<file path="src/rtl/sal_cmd_sched_if.sv">
// Bank-side bus of the channel command scheduler: per-bank requests,
// addresses and grants, the shared timing values, and the registered
// command toward the PHY. The scheduler uses the slave view.
interface sal_cmd_sched_if #(
    parameter int NUM_BANKS = 4,
    parameter int RA_WIDTH  = 16,
    parameter int CA_WIDTH  = 10,
    parameter int TW        = 4
);
    localparam int BW = (NUM_BANKS > 1) ? $clog2(NUM_BANKS) : 1;
    localparam int AW = (RA_WIDTH > CA_WIDTH) ? RA_WIDTH : CA_WIDTH;

    logic [NUM_BANKS-1:0]          act_req_i;
    logic [NUM_BANKS-1:0]          rd_req_i;
    logic [NUM_BANKS-1:0]          wr_req_i;
    logic [NUM_BANKS-1:0]          pre_req_i;
    logic [NUM_BANKS-1:0]          ref_req_i;
    logic [NUM_BANKS*RA_WIDTH-1:0] ra_i;
    logic [NUM_BANKS*CA_WIDTH-1:0] ca_i;

    logic [NUM_BANKS-1:0]          act_gnt_o;
    logic [NUM_BANKS-1:0]          rd_gnt_o;
    logic [NUM_BANKS-1:0]          wr_gnt_o;
    logic [NUM_BANKS-1:0]          pre_gnt_o;
    logic [NUM_BANKS-1:0]          ref_gnt_o;

    logic [TW-1:0]                 t_rrd_m1;
    logic [TW-1:0]                 t_ccd_m1;
    logic [TW-1:0]                 t_wtr_m1;
    logic [TW-1:0]                 t_faw_m1;

    logic                          cmd_valid_o;
    logic [2:0]                    cmd_o;
    logic [BW-1:0]                 bank_o;
    logic [AW-1:0]                 addr_o;

    modport master (
        output act_req_i, rd_req_i, wr_req_i, pre_req_i, ref_req_i, ra_i, ca_i,
        output t_rrd_m1, t_ccd_m1, t_wtr_m1, t_faw_m1,
        input  act_gnt_o, rd_gnt_o, wr_gnt_o, pre_gnt_o, ref_gnt_o,
        input  cmd_valid_o, cmd_o, bank_o, addr_o
    );

    modport slave (
        input  act_req_i, rd_req_i, wr_req_i, pre_req_i, ref_req_i, ra_i, ca_i,
        input  t_rrd_m1, t_ccd_m1, t_wtr_m1, t_faw_m1,
        output act_gnt_o, rd_gnt_o, wr_gnt_o, pre_gnt_o, ref_gnt_o,
        output cmd_valid_o, cmd_o, bank_o, addr_o
    );
endinterface

</file>
<file path="src/rtl/sal_cmd_sched.sv">
// sal_cmd_sched: per-channel DRAM command scheduler.
// Picks at most one bank command per cycle (REF > PRE > ACT > RD/WR, round
// robin inside a class), grants it combinationally and registers it toward
// the PHY. Enforces tRRD, tCCD and tWTR across banks.
// Optional feature: define SAL_SCHED_FAW_EN to compile in a 4-entry tFAW
// window; without it t_faw_m1 is ignored.
module sal_cmd_sched #(
    parameter int NUM_BANKS = 4,
    parameter int RA_WIDTH  = 16,
    parameter int CA_WIDTH  = 10,
    parameter int TW        = 4
) (
    input logic            clk,
    input logic            rst,
    sal_cmd_sched_if.slave bus
);
    localparam int BW = (NUM_BANKS > 1) ? $clog2(NUM_BANKS) : 1;
    localparam int AW = (RA_WIDTH > CA_WIDTH) ? RA_WIDTH : CA_WIDTH;

    typedef enum logic [2:0] {
        CMD_NOP = 3'd0,
        CMD_ACT = 3'd1,
        CMD_RD  = 3'd2,
        CMD_WR  = 3'd3,
        CMD_PRE = 3'd4,
        CMD_REF = 3'd5
    } cmd_t;

    logic [BW-1:0]        rr_ptr;
    logic [TW-1:0]        rrd_cnt;
    logic [TW-1:0]        ccd_cnt;
    logic [TW-1:0]        wtr_cnt;

    logic                 faw_ok;
    logic                 act_ok;
    logic                 rd_ok;
    logic                 wr_ok;
    logic [NUM_BANKS-1:0] act_v;
    logic [NUM_BANKS-1:0] rd_v;
    logic [NUM_BANKS-1:0] wr_v;
    logic [NUM_BANKS-1:0] col_v;

    logic [NUM_BANKS-1:0] cls_vec;
    cmd_t                 cls_cmd;
    logic                 gnt_any;
    logic [BW-1:0]        gnt_bank;
    cmd_t                 gnt_cmd;
    logic [NUM_BANKS-1:0] gnt_onehot;
    logic                 gnt_act;
    logic                 gnt_col;
    logic                 gnt_wr;
    logic [AW-1:0]        addr_d;

    logic                 cmd_valid_q;
    cmd_t                 cmd_q;
    logic [BW-1:0]        bank_q;
    logic [AW-1:0]        addr_q;

    // Per-class eligibility from the shared timing counters.
    assign act_ok = (rrd_cnt == '0) && faw_ok;
    assign rd_ok  = (ccd_cnt == '0) && (wtr_cnt == '0);
    assign wr_ok  = (ccd_cnt == '0);

    assign act_v = bus.act_req_i & {NUM_BANKS{act_ok}};
    assign rd_v  = bus.rd_req_i  & {NUM_BANKS{rd_ok}};
    assign wr_v  = bus.wr_req_i  & {NUM_BANKS{wr_ok}};
    assign col_v = rd_v | wr_v;

    // Pick the highest class with an eligible bank, then round robin from rr_ptr.
    always_comb begin
        cls_vec = '0;
        cls_cmd = CMD_NOP;
        if (|bus.ref_req_i) begin
            cls_vec = bus.ref_req_i;
            cls_cmd = CMD_REF;
        end else if (|bus.pre_req_i) begin
            cls_vec = bus.pre_req_i;
            cls_cmd = CMD_PRE;
        end else if (|act_v) begin
            cls_vec = act_v;
            cls_cmd = CMD_ACT;
        end else if (|col_v) begin
            cls_vec = col_v;
            cls_cmd = CMD_RD;
        end

        gnt_any  = 1'b0;
        gnt_bank = '0;
        for (int i = 0; i < NUM_BANKS; i++) begin
            if (!gnt_any && cls_vec[BW'((int'(rr_ptr) + i) % NUM_BANKS)]) begin
                gnt_any  = 1'b1;
                gnt_bank = BW'((int'(rr_ptr) + i) % NUM_BANKS);
            end
        end
        // Grants are forced low for as long as reset is held.
        if (rst) begin
            gnt_any = 1'b0;
        end

        gnt_cmd = CMD_NOP;
        if (gnt_any) begin
            gnt_cmd = cls_cmd;
            // A column winner issues RD when its read is eligible, else its WR.
            if (cls_cmd == CMD_RD && !rd_v[gnt_bank]) begin
                gnt_cmd = CMD_WR;
            end
        end
    end

    assign gnt_onehot = gnt_any ? (NUM_BANKS'(1) << gnt_bank) : '0;
    assign gnt_act    = (gnt_cmd == CMD_ACT);
    assign gnt_wr     = (gnt_cmd == CMD_WR);
    assign gnt_col    = (gnt_cmd == CMD_RD) || gnt_wr;

    assign bus.ref_gnt_o = (gnt_cmd == CMD_REF) ? gnt_onehot : '0;
    assign bus.pre_gnt_o = (gnt_cmd == CMD_PRE) ? gnt_onehot : '0;
    assign bus.act_gnt_o = gnt_act               ? gnt_onehot : '0;
    assign bus.rd_gnt_o  = (gnt_cmd == CMD_RD)  ? gnt_onehot : '0;
    assign bus.wr_gnt_o  = gnt_wr                ? gnt_onehot : '0;

    // Address of the winner: row for ACT, column for RD/WR, zero otherwise.
    always_comb begin
        addr_d = '0;
        case (gnt_cmd)
            CMD_ACT:        addr_d = AW'(bus.ra_i[int'(gnt_bank)*RA_WIDTH +: RA_WIDTH]);
            CMD_RD, CMD_WR: addr_d = AW'(bus.ca_i[int'(gnt_bank)*CA_WIDTH +: CA_WIDTH]);
            default:        addr_d = '0;
        endcase
    end

    // Round-robin pointer moves past the granted bank; no grant leaves it alone.
    always_ff @(posedge clk or posedge rst) begin
        if (rst) begin
            rr_ptr <= '0;
        end else if (gnt_any) begin
            rr_ptr <= (gnt_bank == BW'(NUM_BANKS - 1)) ? '0 : gnt_bank + BW'(1);
        end
    end

    // Inter-bank timing counters: a load beats the saturating decrement.
    always_ff @(posedge clk or posedge rst) begin
        if (rst) begin
            rrd_cnt <= '0;
            ccd_cnt <= '0;
            wtr_cnt <= '0;
        end else begin
            if (gnt_act)              rrd_cnt <= bus.t_rrd_m1;
            else if (rrd_cnt != '0)   rrd_cnt <= rrd_cnt - TW'(1);

            if (gnt_col)              ccd_cnt <= bus.t_ccd_m1;
            else if (ccd_cnt != '0)   ccd_cnt <= ccd_cnt - TW'(1);

            if (gnt_wr)               wtr_cnt <= bus.t_wtr_m1;
            else if (wtr_cnt != '0)   wtr_cnt <= wtr_cnt - TW'(1);
        end
    end

`ifdef SAL_SCHED_FAW_EN
    logic [TW-1:0] faw_cnt [4];
    logic [1:0]    faw_slot;

    // A free window slot (lowest index) exists while any slot counter is idle.
    always_comb begin
        faw_ok   = 1'b0;
        faw_slot = '0;
        for (int j = 3; j >= 0; j--) begin
            if (faw_cnt[j] == '0) begin
                faw_ok   = 1'b1;
                faw_slot = 2'(j);
            end
        end
    end

    // Each ACT claims one idle slot for t_faw_m1 cycles.
    always_ff @(posedge clk or posedge rst) begin
        if (rst) begin
            for (int j = 0; j < 4; j++) faw_cnt[j] <= '0;
        end else begin
            for (int j = 0; j < 4; j++) begin
                if (gnt_act && faw_slot == 2'(j)) faw_cnt[j] <= bus.t_faw_m1;
                else if (faw_cnt[j] != '0)        faw_cnt[j] <= faw_cnt[j] - TW'(1);
            end
        end
    end
`else
    logic unused_faw;
    assign faw_ok     = 1'b1;
    assign unused_faw = ^bus.t_faw_m1;
`endif

    // Command register toward the PHY; idle cycles register a NOP.
    always_ff @(posedge clk or posedge rst) begin
        if (rst) begin
            cmd_valid_q <= 1'b0;
            cmd_q       <= CMD_NOP;
            bank_q      <= '0;
            addr_q      <= '0;
        end else begin
            cmd_valid_q <= gnt_any;
            cmd_q       <= gnt_cmd;
            bank_q      <= gnt_any ? gnt_bank : '0;
            addr_q      <= addr_d;
        end
    end

    assign bus.cmd_valid_o = cmd_valid_q;
    assign bus.cmd_o       = cmd_q;
    assign bus.bank_o      = bank_q;
    assign bus.addr_o      = addr_q;

endmodule
</file>
<file path="src/flat_wrapper.sv">
// flat-port wrapper written by rule: the top's interface ports become plain ports
module sal_cmd_sched_flat 
#(
    parameter int NUM_BANKS = 4,
    parameter int RA_WIDTH  = 16,
    parameter int CA_WIDTH  = 10,
    parameter int TW        = 4
)
  (clk, rst, bus_act_req_i, bus_rd_req_i, bus_wr_req_i, bus_pre_req_i, bus_ref_req_i, bus_ra_i, bus_ca_i, bus_t_rrd_m1, bus_t_ccd_m1, bus_t_wtr_m1, bus_t_faw_m1, bus_act_gnt_o, bus_rd_gnt_o, bus_wr_gnt_o, bus_pre_gnt_o, bus_ref_gnt_o, bus_cmd_valid_o, bus_cmd_o, bus_bank_o, bus_addr_o);
  sal_cmd_sched_if #(.NUM_BANKS(NUM_BANKS), .RA_WIDTH(RA_WIDTH), .CA_WIDTH(CA_WIDTH), .TW(TW)) bus_i ();
  input logic clk;
  input logic rst;
  input wire logic [$bits(bus_i.act_req_i)-1:0] bus_act_req_i;
  input wire logic [$bits(bus_i.rd_req_i)-1:0] bus_rd_req_i;
  input wire logic [$bits(bus_i.wr_req_i)-1:0] bus_wr_req_i;
  input wire logic [$bits(bus_i.pre_req_i)-1:0] bus_pre_req_i;
  input wire logic [$bits(bus_i.ref_req_i)-1:0] bus_ref_req_i;
  input wire logic [$bits(bus_i.ra_i)-1:0] bus_ra_i;
  input wire logic [$bits(bus_i.ca_i)-1:0] bus_ca_i;
  input wire logic [$bits(bus_i.t_rrd_m1)-1:0] bus_t_rrd_m1;
  input wire logic [$bits(bus_i.t_ccd_m1)-1:0] bus_t_ccd_m1;
  input wire logic [$bits(bus_i.t_wtr_m1)-1:0] bus_t_wtr_m1;
  input wire logic [$bits(bus_i.t_faw_m1)-1:0] bus_t_faw_m1;
  output wire logic [$bits(bus_i.act_gnt_o)-1:0] bus_act_gnt_o;
  output wire logic [$bits(bus_i.rd_gnt_o)-1:0] bus_rd_gnt_o;
  output wire logic [$bits(bus_i.wr_gnt_o)-1:0] bus_wr_gnt_o;
  output wire logic [$bits(bus_i.pre_gnt_o)-1:0] bus_pre_gnt_o;
  output wire logic [$bits(bus_i.ref_gnt_o)-1:0] bus_ref_gnt_o;
  output wire logic [$bits(bus_i.cmd_valid_o)-1:0] bus_cmd_valid_o;
  output wire logic [$bits(bus_i.cmd_o)-1:0] bus_cmd_o;
  output wire logic [$bits(bus_i.bank_o)-1:0] bus_bank_o;
  output wire logic [$bits(bus_i.addr_o)-1:0] bus_addr_o;
  assign bus_i.act_req_i = bus_act_req_i;
  assign bus_i.rd_req_i = bus_rd_req_i;
  assign bus_i.wr_req_i = bus_wr_req_i;
  assign bus_i.pre_req_i = bus_pre_req_i;
  assign bus_i.ref_req_i = bus_ref_req_i;
  assign bus_i.ra_i = bus_ra_i;
  assign bus_i.ca_i = bus_ca_i;
  assign bus_i.t_rrd_m1 = bus_t_rrd_m1;
  assign bus_i.t_ccd_m1 = bus_t_ccd_m1;
  assign bus_i.t_wtr_m1 = bus_t_wtr_m1;
  assign bus_i.t_faw_m1 = bus_t_faw_m1;
  assign bus_act_gnt_o = bus_i.act_gnt_o;
  assign bus_rd_gnt_o = bus_i.rd_gnt_o;
  assign bus_wr_gnt_o = bus_i.wr_gnt_o;
  assign bus_pre_gnt_o = bus_i.pre_gnt_o;
  assign bus_ref_gnt_o = bus_i.ref_gnt_o;
  assign bus_cmd_valid_o = bus_i.cmd_valid_o;
  assign bus_cmd_o = bus_i.cmd_o;
  assign bus_bank_o = bus_i.bank_o;
  assign bus_addr_o = bus_i.addr_o;
  sal_cmd_sched #(.NUM_BANKS(NUM_BANKS), .RA_WIDTH(RA_WIDTH), .CA_WIDTH(CA_WIDTH), .TW(TW)) u_core (.clk(clk), .rst(rst), .bus(bus_i));
endmodule
</file>
<file path="config.mk">
export PLATFORM = sky130hd
export DESIGN_NAME = sal_cmd_sched_flat
export DESIGN_NICKNAME = d
export VERILOG_FILES = /design/src/rtl/sal_cmd_sched_if.sv /design/src/rtl/sal_cmd_sched.sv /design/src/flat_wrapper.sv
export SDC_FILE = /design/constraint.sdc
export NUM_CORES = 1
export LEC_CHECK = 0
export CAP_MARGIN = 20
export CORE_MARGIN = 10
export CORE_UTILIZATION = 38
export DETAILED_ROUTE_END_ITERATION = 10
export PLACE_DENSITY_LB_ADDON = 0.15
export SLEW_MARGIN = 40
export SYNTH_ARGS = -nofsm -noshare
export SYNTH_HDL_FRONTEND = slang
export SYNTH_SLANG_ARGS = --single-unit
</file>
<file path="constraint.sdc">
create_clock -name clk -period 5.2 [get_ports clk]
set_clock_uncertainty 0.1 [all_clocks]
set_input_delay 1.04 -clock clk [delete_from_list [all_inputs] [get_ports clk]]
set_output_delay 1.04 -clock clk [all_outputs]
set_load 0.005 [all_outputs]
</file>
# Word level (Yosys, flattened, before mapping)
# Index checks and enable logic that the tools add are counted.
classes:
  reduce_logical: 24
  n_div: 0
  addsub: 7
  eq_ne: 7
  multipliers: 1
  bitwise_logic: 4
  magnitude_cmp: 5
  shift: 3
  muxes: 48
op_table:
  columns: ["op", "count"]
  rows:
  - ["$mux W4", 16]
  - ["$shiftx A64 B7 Y16", 1]
  - ["$shiftx A40 B32 Y10", 1]
  - ["$pmux W16 S2", 1]
  - ["$lt A2 B4 Y1 const B", 4]
  - ["$reduce_or A4 Y1", 4]
  - ["$mux W3", 5]
  - ["$mux W1", 14]
  - ["$mux W2", 7]
  - ["$and A4 B4 Y4", 3]
  - ["$logic_not A4 Y1", 3]
  - ["$reduce_bool A4 Y1", 3]
  - ["$sub A4 B1 Y4 const B", 3]
  - ["$bmux W1 S2", 5]
  - ["$eq A3 B2 Y1 const B", 3]
  - ["$eq A3 B3 Y1 const B", 2]
  - ["$reduce_bool A2 Y1", 3]
  - ["$logic_and A1 B1 Y1", 5]
  - ["$mul A2 B3 Y5 const B", 1]
  - ["$add A2 B1 Y2 const B", 2]
  - ["$add A2 B2 Y2 const B", 2]
  - ["$logic_not A1 Y1", 4]
  - ["$or A4 B4 Y4", 1]
  - ["$shl A1 B2 Y4 const A", 1]
  - ["other kinds (5)", 5]
totals:
  ramBits: 0
  word_cells: 107
  ff_bits: 36
  mem_bits_ro: 0
  memories: 0
  latchBits: 0

# Depth between registers and ports, before layout
logic_depth:
  ltp_word: 31
  ltp_mapped: 13

# Worst setup path after synthesis
# No wires, ideal clock.
synth_path:
  kind: "input to output"
  startpoint: "input bus_ref_req_i[0]"
  endpoint: "output bus_pre_gnt_o[2]"
  slack_ps: 615
  t_required_ps: 4060
  t_arrival_ps: 3445
  stages: 11
  n_path_buf: 1
  cell_sequence: "nor4_4 > o2111a_1 > a221oi_1 > or3b_4 > o31ai_4 > nor2_4 > inv_2 > buf_2 > ha_1 > inv_1 > nor4_1"
synth_via:
  elab_chain_cells: 23
synth_lines:
  columns: ["item", "line", "rtl"]
  rows:
  - ["start, declared", "flat_wrapper.sv:17", "input wire logic [$bits(bus_i.ref_req_i)-1:0] bus_ref_req_i;"]
  - ["$reduce_or A4 Y1", "sal_cmd_sched.sv:73", "if (|bus.ref_req_i) begin"]
  - ["$mux W4", "sal_cmd_sched.sv:73", null]
  - ["$bmux W1 S2", "sal_cmd_sched.sv:90", "if (!gnt_any && cls_vec[BW'((int'(rr_ptr) + i) % NUM_BANKS)]) begin"]
  - ["$mux W1 (implied by the code) (2 in a row)", "sal_cmd_sched.sv:90", null]
  - ["$mux W1", "sal_cmd_sched.sv:90", null]
  - ["$logic_not A1 Y1", "sal_cmd_sched.sv:90", null]
  - ["$logic_and A1 B1 Y1", "sal_cmd_sched.sv:90", null]
  - ["$mux W1", "sal_cmd_sched.sv:90", null]
  - ["[6 not listed]", null, null]
  - ["$bmux W1 S2", "sal_cmd_sched.sv:104", "if (cls_cmd == CMD_RD && !rd_v[gnt_bank]) begin"]
  - ["$mux W1 (implied by the code)", "sal_cmd_sched.sv:104", null]
  - ["$logic_not A1 Y1", "sal_cmd_sched.sv:104", null]
  - ["$logic_and A1 B1 Y1", "sal_cmd_sched.sv:104", null]
  - ["$mux W3", "sal_cmd_sched.sv:104", null]
  - ["$mux W3", "sal_cmd_sched.sv:101", "if (gnt_any) begin"]
  - ["$eq A3 B3 Y1", "sal_cmd_sched.sv:116", "assign bus.pre_gnt_o = (gnt_cmd == CMD_PRE) ? gnt_onehot : '0;"]
  - ["$mux W4 *", "sal_cmd_sched.sv:116", null]
  - ["end, declared", "flat_wrapper.sv:27", "output wire logic [$bits(bus_i.pre_gnt_o)-1:0] bus_pre_gnt_o;"]
# Mark *: on every way between the ends. The rest lies on a longest branch, timed or not. The select of a mux whose other input is x is not followed.

# Worst setup path in the final report
layout_path:
  startpoint: "input bus_ref_req_i[0]"
  endpoint: "output bus_ref_gnt_o[3]"
layout_via:
  elab_chain_cells: 23
layout_lines:
  columns: ["item", "line", "rtl"]
  rows:
  - ["$reduce_or A4 Y1", "sal_cmd_sched.sv:73", null]
  - ["$mux W4", "sal_cmd_sched.sv:73", null]
  - ["$bmux W1 S2", "sal_cmd_sched.sv:90", null]
  - ["$mux W1 (implied by the code) (2 in a row)", "sal_cmd_sched.sv:90", null]
  - ["$mux W1", "sal_cmd_sched.sv:90", null]
  - ["$logic_not A1 Y1", "sal_cmd_sched.sv:90", null]
  - ["$logic_and A1 B1 Y1", "sal_cmd_sched.sv:90", null]
  - ["$mux W1", "sal_cmd_sched.sv:90", null]
  - ["[6 not listed]", null, null]
  - ["$bmux W1 S2", "sal_cmd_sched.sv:104", null]
  - ["$mux W1 (implied by the code)", "sal_cmd_sched.sv:104", null]
  - ["$logic_not A1 Y1", "sal_cmd_sched.sv:104", null]
  - ["$logic_and A1 B1 Y1", "sal_cmd_sched.sv:104", null]
  - ["$mux W3", "sal_cmd_sched.sv:104", null]
  - ["$mux W3", "sal_cmd_sched.sv:101", null]
  - ["$eq A3 B3 Y1", "sal_cmd_sched.sv:115", "assign bus.ref_gnt_o = (gnt_cmd == CMD_REF) ? gnt_onehot : '0;"]
  - ["$mux W4 *", "sal_cmd_sched.sv:115", null]
  - ["end, declared", "flat_wrapper.sv:28", "output wire logic [$bits(bus_i.ref_gnt_o)-1:0] bus_ref_gnt_o;"]
# Marks and branches as above.

==> flow_summary_export.csv <==
group,metric,value,unit
synthesis,ys_ff_latch,36,
layout,drive_gt1_share,16.2,%
clock_tree,cts_buffers,5,
timing,rsz0062_at_grt,"true",
placed_design,gp_congestion,0.900,
clock_tree,cts_tree,"done",
layout,fillers,641,
synthesis,syn_area,3070,um2
layout,layout_common_cells,"160 x clkdlybuf4s50_1, 45 x buf_4, 36 x dfrtp_1",
power,pwr-share-comb,59.2,%
grt,grt_max_degree,47,
routing,first_iter_violations,161,
timing,setup_viol,0,
synthesis,async_flop_share,100,%
synthesis,synth_cell_type_count,56,
floorplanning,coreArea,7810,um2
power,p_sw,0.644,mW
routing,ant_nets,0,
timing,min_period,5.19,ns
layout,final_common_cell,"clkdlybuf4s50_1",
floorplanning,die_height,110,um
flow_run,maxCapViolCount,0,
timing,worstMarginPinSlew,0.527,ns
power,clockPowerShare,15.8,%
placed_design,dpl.hpwl,10400,um
floorplanning,start_util,39.3,%
routing,vias,3766,
timing,hold_viol_final,0,
worst_setup_path,cp_slowest_cell,"clkdlybuf4s50_1",
synthesis,ys_seq_area_share,29.3,%
placed_design,pre_cts_slack,-0.246,ns
power,intPower,0.930,mW
synthesis,synth-edff-count,0,
synthesis,ys_warn_count,0,
synthesis,yosys_most_used_dff,"dfrtp_1",
power,pwr-share-seq,24.9,%
routing,first_pass_iters,4,
clock_tree,insertion_delay,0.29,ns
power,p_leak,2.37,nW
routing,drc,0,
synthesis,syn-num-nets,519,
synthesis,syn_inst,367,
clock_tree,h-tree-depth,2,
clock_tree,root_buffer,"clkbuf_8",
worst_setup_path,crit_arrival,4.05,ns
clock_tree,clk_pin_slew,0.08,ns
worst_setup_path,crit_buf_inv,2,
floorplanning,die_w,110,um
timing,setup_ws,0.0106,ns
power,vdd.ir_drop.worst,0.000163,V
worst_setup_path,worst-path-max-fanout,5,
routing,drt_wl_total,13200,um
worst_setup_path,startpoint,"bus_ref_req_i[0]",
power,p_sw_share,40.9,%
placed_design,portBuffers,179,
worst_setup_path,critPathLaunchType,"primary input",
grt,track_usage,21.0,%
routing,top_layer_used,"met4",
timing,max_freq,193,MHz
grt,antenna_found_initial,0,
status,outcome,"complete, no violations",
floorplanning,ios,184,
worst_setup_path,slowest_delay,0.52,ns
clock_tree,cts_buffer_depth,2,
worst_setup_path,r2r-start,"u_core.rrd_cnt[1]",
clock_tree,cts_sinks,36,
layout,synthToLayoutAreaGrowth,76.8,%
layout,antenna_cells,0,
power,p_per_area,290,nW/um2
routing,dr_wl_met2,6420,um
floorplanning,row_count,32,
routing,met3WireLength,1510,um
worst_hold_path,hold_path_class,"reg -> reg",
worst_setup_path,path_cells,"dlygate4sd2_1 -> nor4_4 -> o2111a_2 -> a221o_1 -> o21ai_1 -> a21oi_4 -> mux2_4 -> a221o_2 -> a21oi_2 -> clkdlybuf4s50_1",
worst_setup_path,endpoint_kind,"primary output",
power,p_total,1.57,mW
synthesis,avgSynthCellArea,8.37,um2
grt,grt_overflow_total,0,
floorplanning,die_area,12100,um2
timing,layout_worst_path_cycle_share,99.8,%
timing,slew_violations,0,
routing,wl_met1,5150,um
worst_hold_path,hp-start,"u_core.rrd_cnt[3]",
worst_setup_path,required,4.06,ns
layout,final_net_count,724,
grt,grt_first_pass_wirelength,20300,um
worst_setup_path,path_class,"in -> out",
timing,maxSlewHeadroom,64.9,%
grt,grt_pass1_vias,4008,
routing,viasPerCell,5.58,
routing,wl_per_cell,19.6,um
worst_setup_path,path_delay_family,"compound AO/OA/AOI/OAI gates",
==> through the flow <==
| step | utilization (%) | std cells | area [um2] | TNS (ns) | hold WS, ns |
|---|---|---|---|---|---|
| finish | 69.5 | 675 | 5430 | 0 | 0.476 |
| floorplan | - | 367 | 3070 | 0 | 0.410 |
| global placement | 66.5 | 663 | 5190 | -1.56 | 0.443 |
| CTS | 68.2 | 673 | 5330 | -1.37 | 0.485 |
| detailed placement | 66.5 | 663 | 5190 | -2.51 | 0.466 |
| global route | 69.5 | 675 | 5430 | -0.429 | 0.511 |
==> sequential cells by signal, indices dropped and copies added (netlist names) <==
register and cells:
u_core.bus.addr_o 16, u_core.bus.bank_o 2, u_core.bus.cmd_o 3, u_core.bus.cmd_valid_o 1
u_core.ccd_cnt 4, u_core.rr_ptr 2, u_core.rrd_cnt 4, u_core.wtr_cnt 4
==> power groups by stage <==
| stage | combinational [mW] | sequential (mW) | clock (mW) |
|---|---|---|---|
| floorplan | 0.576 | 0.386 | 0 |
| global placement | 0.868 | 0.394 | 0 |
| detailed placement | 0.898 | 0.397 | 0 |
| CTS | 0.905 | 0.391 | 0.255 |
| global route | 1.03 | 0.402 | 0.270 |
| finish | 0.932 | 0.392 | 0.249 |
==> path summary, 6_finish.rpt <==
kind                                        end  slack, ns  cells after the start
setup / recovery               bus_ref_gnt_o[3]       0.01                     10
hold / removal                u_core.rrd_cnt[3]       0.48                      2
setup reg to reg              u_core.wtr_cnt[1]       1.50                     13
hold reg to reg               u_core.rrd_cnt[3]       0.48                      2
max in group asynchronous  u_core.bus.addr_o[5]       3.56                      3
min in group asynchronous  u_core.bus.bank_o[1]       1.12                      3
==> kinds of logic (layout without fill, tap and decap cells) <==
| family | after synthesis | after routing | synth area share [%] |
|---|---|---|---|
| AO/OA/AOI/OAI | 135 | 135 | 33.0 |
| XOR/XNOR | 6 | 6 | 1.71 |
| adder cells (fa/ha/maj) | 10 | 10 | 4.07 |
| buffers and inverters | 48 | 254 | 6.60 |
| flip-flops | 36 | 36 | 29.3 |
| multiplexers | 5 | 5 | 1.83 |
| AND/OR/NAND/NOR | 127 | 127 | 23.4 |
==> synthesized netlist by cell type (all sizes together), types with 2 or more instances <==
cell type | count | area share (%)
nor2 | 17 | 2.3
a221oi | 3 | 1.6
a21o | 4 | 0.98
nand2 | 24 | 2.9
a211oi | 27 | 6.6
o21ai | 27 | 4.4
dfrtp | 36 | 29
and2 | 5 | 1.0
or3 | 3 | 0.61
nor3 | 9 | 1.6
a41o | 2 | 0.65
nor3b | 4 | 1.1
a221o | 3 | 0.98
clkbuf | 19 | 2.4
buf | 9 | 1.8
o31a | 2 | 0.57
nand3 | 23 | 3.7
ha | 10 | 4.1
nand4 | 2 | 0.41
a21oi | 20 | 3.4
mux2 | 5 | 1.8
a311oi | 6 | 1.7
and3 | 27 | 5.5
o311ai | 10 | 2.9
nor4 | 7 | 2.4
xnor2 | 5 | 1.4
a211o | 20 | 5.7
or3b | 3 | 1.0
inv | 20 | 2.4
==> tightest hold or removal path, cell delays in order (launching register included) <==
cell and delay (ns):
dfrtp_1 0.39, a21oi_1 0.08, o21ai_0 0.07
==> what timing repair did <==
item                                    CTS  global route
hold buffers                              0             0
pin swaps                                 7             3
gates resized for setup                  15            29
buffers inserted                          2             2
endpoints found under the setup margin   18            17
==> routing by layer <==
layer	global-route usage [%]	up-vias
met5	0	-
met4	3.72	0
met1	23.8	1784
met2	36.4	163
li1	-	1810
met3	8.84	9
==> layout make-up <==
class / instances / area [um2] / share of cell area [%]
repair buffers: 226 / 2160 / 39.8
flip-flops and latches: 36 / 901 / 16.6
inverters: 20 / 75.1 / 1.38
clock buffers: 5 / 68.8 / 1.27
clock inverters: 3 / 42.5 / 0.784
well taps: 102 / 128 / 2.35
multi-input cells: 283 / 2050 / 37.9
(Power assumes the default switching activity.)
